## src/rtl/tlb_index_sched.sv

```systemverilog
// rtl/tlb_index_sched.sv - CP0 TLB write/probe sequencer holding the Random and Index registers
//
// Optional feature macro: TLB_WIRED_BOUND_EN (defined: Random never steps below Wired;
// undefined: Random cycles ENTRIES-1 down to 0 and wraps, wired_q ignored for bounding).
//
// Ports:
//   clk       in   clock, rising edge
//   rst       in   synchronous active-high reset
//   adv       in   pipeline advance; Random steps while idle
//   wired_q   in   Wired register value (low IDX_W bits used as bound)
//   wired_we  in   Wired register write; reloads Random
//   index_we  in   MTC0 write strobe for Index
//   index_d   in   MTC0 write data
//   tlbwi     in   TLBWI command pulse
//   tlbwr     in   TLBWR command pulse
//   tlbp      in   TLBP command pulse
//   scan_hit  in   TLB compare result for scan_idx
//   scan_idx  out  entry currently probed
//   tlb_we    out  TLB write strobe
//   tlb_widx  out  TLB write index
//   busy      out  pipeline stall request
//   index_q   out  Index register {P, 0..., idx}
//   random_q  out  Random register, zero-extended
module tlb_index_sched #(
  parameter int ENTRIES = 16,
  parameter int IDX_W   = 4
) (
  input  logic             clk,
  input  logic             rst,
  input  logic             adv,
  input  logic [31:0]      wired_q,
  input  logic             wired_we,
  input  logic             index_we,
  input  logic [31:0]      index_d,
  input  logic             tlbwi,
  input  logic             tlbwr,
  input  logic             tlbp,
  input  logic             scan_hit,
  output logic [IDX_W-1:0] scan_idx,
  output logic             tlb_we,
  output logic [IDX_W-1:0] tlb_widx,
  output logic             busy,
  output logic [31:0]      index_q,
  output logic [31:0]      random_q
);

  localparam logic [IDX_W-1:0] LAST = IDX_W'(ENTRIES - 1);

  typedef enum logic [1:0] {IDLE, WRITE, PROBE} state_t;

  state_t           state, state_nxt;
  logic [IDX_W-1:0] widx_r;
  logic [IDX_W-1:0] k_r;
  logic [IDX_W-1:0] random_r;
  logic [IDX_W-1:0] random_nxt;
  logic [IDX_W-1:0] index_idx_r;
  logic             index_p_r;
  logic             accept_w;
  logic             accept_p;
  logic             probe_hit;
  logic             probe_miss;
  logic             at_floor;
  logic             unused_bits;

  // Only Index[31] and the low index bits are architected; the rest read as zero.
  assign unused_bits = ^{index_d[30:IDX_W], wired_q};

  always_ff @(posedge clk) begin
    if (rst) state <= IDLE;
    else     state <= state_nxt;
  end

  always_comb begin
    state_nxt  = state;
    tlb_we     = 1'b0;
    accept_w   = 1'b0;
    accept_p   = 1'b0;
    probe_hit  = 1'b0;
    probe_miss = 1'b0;
    case (state)
      IDLE: begin
        if (tlbp) begin
          accept_p  = 1'b1;
          state_nxt = PROBE;
        end else if (tlbwi || tlbwr) begin
          accept_w  = 1'b1;
          state_nxt = WRITE;
        end
      end
      WRITE: begin
        tlb_we    = 1'b1;
        state_nxt = IDLE;
      end
      PROBE: begin
        if (scan_hit) begin
          probe_hit = 1'b1;
          state_nxt = IDLE;
        end else if (k_r == LAST) begin
          probe_miss = 1'b1;
          state_nxt  = IDLE;
        end
      end
      default: state_nxt = IDLE;
    endcase
  end

  // Raw command lines stall the accept cycle itself.
  assign busy = (state != IDLE) | tlbwi | tlbwr | tlbp;

`ifdef TLB_WIRED_BOUND_EN
  // A Wired value beyond the table pins Random at the top entry.
  assign at_floor = (|wired_q[31:IDX_W]) || (random_r <= wired_q[IDX_W-1:0]);
`else
  assign at_floor = (random_r == '0);
`endif

  always_comb begin
    random_nxt = random_r;
    if (wired_we) begin
      random_nxt = LAST;
    end else if (adv && state == IDLE) begin
      if (at_floor) random_nxt = LAST;
      else          random_nxt = random_r - IDX_W'(1);
    end
  end

  always_ff @(posedge clk) begin
    if (rst) random_r <= LAST;
    else     random_r <= random_nxt;
  end

  always_ff @(posedge clk) begin
    if (rst) begin
      widx_r      <= '0;
      k_r         <= '0;
      index_p_r   <= 1'b0;
      index_idx_r <= '0;
    end else begin
      // Register reads here see pre-update values, so a same-cycle MTC0 Index
      // write does not affect the index a TLBWI uses.
      if (accept_w) widx_r <= tlbwi ? index_idx_r : random_r;

      if (accept_p)
        k_r <= '0;
      else if (state == PROBE && !probe_hit && !probe_miss)
        k_r <= k_r + IDX_W'(1);

      if (state == IDLE && index_we) begin
        index_p_r   <= index_d[31];
        index_idx_r <= index_d[IDX_W-1:0];
      end else if (probe_hit) begin
        index_p_r   <= 1'b0;
        index_idx_r <= k_r;
      end else if (probe_miss) begin
        index_p_r   <= 1'b1;
      end
    end
  end

  assign scan_idx = k_r;
  assign tlb_widx = widx_r;
  assign index_q  = {index_p_r, {(31 - IDX_W){1'b0}}, index_idx_r};
  assign random_q = {{(32 - IDX_W){1'b0}}, random_r};

endmodule

```

## config.mk

```make
export PLATFORM = sky130hd
export DESIGN_NAME = tlb_index_sched
export DESIGN_NICKNAME = d
export VERILOG_FILES = /design/src/rtl/tlb_index_sched.sv
export SDC_FILE = /design/constraint.sdc
export NUM_CORES = 1
export LEC_CHECK = 0
export CAP_MARGIN = 20
export CORE_UTILIZATION = 40
export DETAILED_ROUTE_END_ITERATION = 8
export DONT_BUFFER_PORTS = 1
export PLACE_DENSITY_LB_ADDON = 0.15
export SLEW_MARGIN = 20
export SYNTH_ARGS = -nofsm -noshare
export SYNTH_HDL_FRONTEND = slang
export SYNTH_SLANG_ARGS = --single-unit
```

## constraint.sdc

```tcl
create_clock -name clk -period 1.9 [get_ports clk]
set_input_delay 0.285 -clock clk [delete_from_list [all_inputs] [get_ports clk]]
set_output_delay 0.285 -clock clk [all_outputs]
set_load 0.01 [all_outputs]
```

==> flow_metrics.env <==
export IMPL_clkLatencyLatePin_ns=0.30
export IMPL_cp_required_ns=1.62
export IMPL_grt_pass1_vias=807
export IMPL_min_from="rst"
export IMPL_max_cap_violations=0
export IMPL_synth_top_area_share=0.310
export IMPL_htreeDepth=1
export IMPL_ctsLongestPathBuffers=2
export IMPL_port_buffer_count=0
export IMPL_holdPathEnd="state[1]$_SDFFE_PP0P_"
export IMPL_max_slew_worst_pin_slew_ns=0.598
export IMPL_hold_depth=1
export IMPL_cts_tree="yes"
export IMPL_synth_edf_count=0
export IMPL_r2r_end="scan_idx[3]$_SDFFE_PP0P_"
export IMPL_first_pass_iters=4
export IMPL_p_leak_nw=0.554
export IMPL_nets=239
export IMPL_drtIter0Drc=23
export IMPL_period_share=0.903
export IMPL_synth_area_leaders="buf_4 (31%), dfxtp_1 (28%), a21oi_1 (5.2%)"
export IMPL_synth_ff_type="dfxtp_1"
export IMPL_reg2reg_slack_ns=0.29
export IMPL_finalCriticalPeriod_ns=1.72
export IMPL_start_util=0.434
export IMPL_io_pins=147
export IMPL_ctsHoldBuffers=0
export IMPL_fin_util=0.391
export IMPL_crit_path_max_fanout=10
export IMPL_power_density_nw_per_um2=657
export IMPL_hp_class="in -> reg"
export IMPL_ys_seq_elements=19
export IMPL_synthDistinctLibCells=34
export IMPL_yosys_warnings=0
export IMPL_r2r_start="state[1]$_SDFFE_PP0P_"
export IMPL_core_um2=3130
export IMPL_synth_most_common_cell="buf_4"
export IMPL_yosysSeqAreaShare=0.280
export IMPL_tns_ns=0
export IMPL_slew_viol_final=0
export IMPL_wl_per_cell_um=12.1
export IMPL_numCtsBuffers=3
export IMPL_ys_top_cells_by_count="buf_4 (56), dfxtp_1 (19), a21oi_1 (14), nor2_1 (7)"
export IMPL_fin_hold_ws_ns=0.0347
export IMPL_finalHoldViolCount=0
export IMPL_slew_headroom=0.600
export IMPL_outcome="completed"
export IMPL_grt_ovfl_total=0
export IMPL_max_freq_mhz=583
export IMPL_remaining_drc_errors=0
export IMPL_worstRegToRegCells=3
export IMPL_dieWidth_um=60.3
export IMPL_cts_root_buffer="clkbuf_4"
export IMPL_drive_gt1_frac=0.0675
export IMPL_via_per_inst=4.56
export IMPL_yosys_area_top_type="buf_4"
export IMPL_crit_path_end_kind="output port"
export IMPL_vias=944
export IMPL_num_antenna_cells=0
export IMPL_track_usage=0.145
export IMPL_synth_area_per_cell_um2=8.28
export IMPL_async_reset_ff_frac=0
export IMPL_synthToLayoutAreaGrowth_pct=-9.95
export IMPL_die_y_um=60.3
export IMPL_rows=20
export IMPL_drtAntennaViolNets=0
export IMPL_grt_start_max_net_pins=14
export IMPL_crit_type="reg -> out"
export IMPL_cp_start_kind="register"
export IMPL_dieArea_um2=3630
export IMPL_setup_viol=0
export IMPL_synth_cells=164
export IMPL_fin_skew_ns=0.00724
export IMPL_dp_hpwl_mm=1.92
export IMPL_rsz0062_at_grt="false"
export IMPL_vdd_drop_max_v=0.000164
export IMPL_cts_clk_slew_worst_paths_ns=0.11
export IMPL_syn_cell_area_um2=1360
export IMPL_wirelength_mm=2.50
export IMPL_grt_pass1_wl_mm=3.84
export IMPL_place_congestion=0.777
export IMPL_antenna_found_initial=0
export IMPL_crit_arrival_ns=1.43
export IMPL_numClockSinks=19
critical path: stages, from the launching register on:
cell and delay (ns):
dfxtp_1 0.40, buf_4 0.19, nor3_4 0.37, nand2_1 0.18
cells by family after synthesis:
logic type	Yosys count	synth area share
AOI/OAI and AO/OA	33	0.157
adders and majority gates	2	0.0184
buffers and inverters	64	0.333
DFF	19	0.280
muxes	4	0.0295
other	1	0.00276
and+or+nand+nor	41	0.180
power breakdown:
group	total, W	leakage [nW]	switching [W]	internal (W)
Clock	0.000210	0.0150	0.000128	0.0000817
Combinational	0.000142	0.383	0.0000985	0.0000438
Sequential	0.000451	0.155	0.0000315	0.000420
state kept, by name, summed over array words and instances, names as in the netlist:
signal and cells:
index_idx_r 4, random_r 4, scan_idx 4, tlb_widx 4
state 2, index_p_r 1
layout by cell type (no fill, tap or decap), drive strengths merged:
cell type,n
nor2b,1
and3b,1
or3,1
clkbuf,4
conb,55
or4,1
nand3,6
o311ai,1
dfxtp,19
nand2b,1
nand3b,1
a22oi,4
o211ai,1
nand2,6
o21ai,4
nor3b,4
or3b,5
and3,2
a311oi,5
inv,3
a21oi,14
mux2i,4
buf,2
o41ai,2
a211oi,1
nor4bb,1
nor2,7
nor3,3
ha,2
or2,1
o21bai,1
worst max path at each step:
stage / from / end / slack, ns / cells past startpoint
final: state[0]$_SDFFE_PP0P_ / busy / 0.18 / 3
after global routing: state[0]$_SDFFE_PP0P_ / busy / 0.08 / 3
after CTS: state[0]$_SDFFE_PP0P_ / busy / 0.16 / 3
after detailed placement: scan_idx[0]$_SDFFE_PP0P_ / scan_idx[2]$_SDFFE_PP0P_ / 0.33 / 4
after global placement: scan_idx[0]$_SDFFE_PP0P_ / index_p_r$_SDFFE_PP0P_ / 0.32 / 4
after floorplan: state[1]$_SDFFE_PP0P_ / scan_idx[3]$_SDFFE_PP0P_ / 0.52 / 3
repair_timing:
item,CTS,global route
gates resized for setup,1,0
hold endpoints to repair,0,0
setup endpoints to repair,1,0
setup buffers,0,0
layer usage:
metal,global-route usage,vias to the layer above,part of all wire
met1,0.171,422,0.42
met4,0.0797,0,0.0096
met2,0.224,60,0.46
li1,-,460,-
met5,0,-,0
met3,0.0541,2,0.11
area by class of cell:
class | count | area [µm²]
tap | 44 | 55.1
multi-input combinational | 135 | 734
clock buffer | 4 | 26.3
fill | 341 | 1910
inverter | 3 | 11.3
sequential | 19 | 380
timing repair buffer | 2 | 15.0
through the flow:
stage                     cell area [µm²]  cells  worst slack, ns  total power (W)
after detailed placement             1190    203            0.328         0.000600
after floorplan                      1560    218            0.516         0.000667
after CTS                            1220    207            0.163         0.000813
after global placement               1190    203            0.319         0.000598
final                                1220    207            0.184         0.000803
after global routing                 1220    207           0.0828         0.000862
Note: power is estimated with default switching activity, not from simulation.
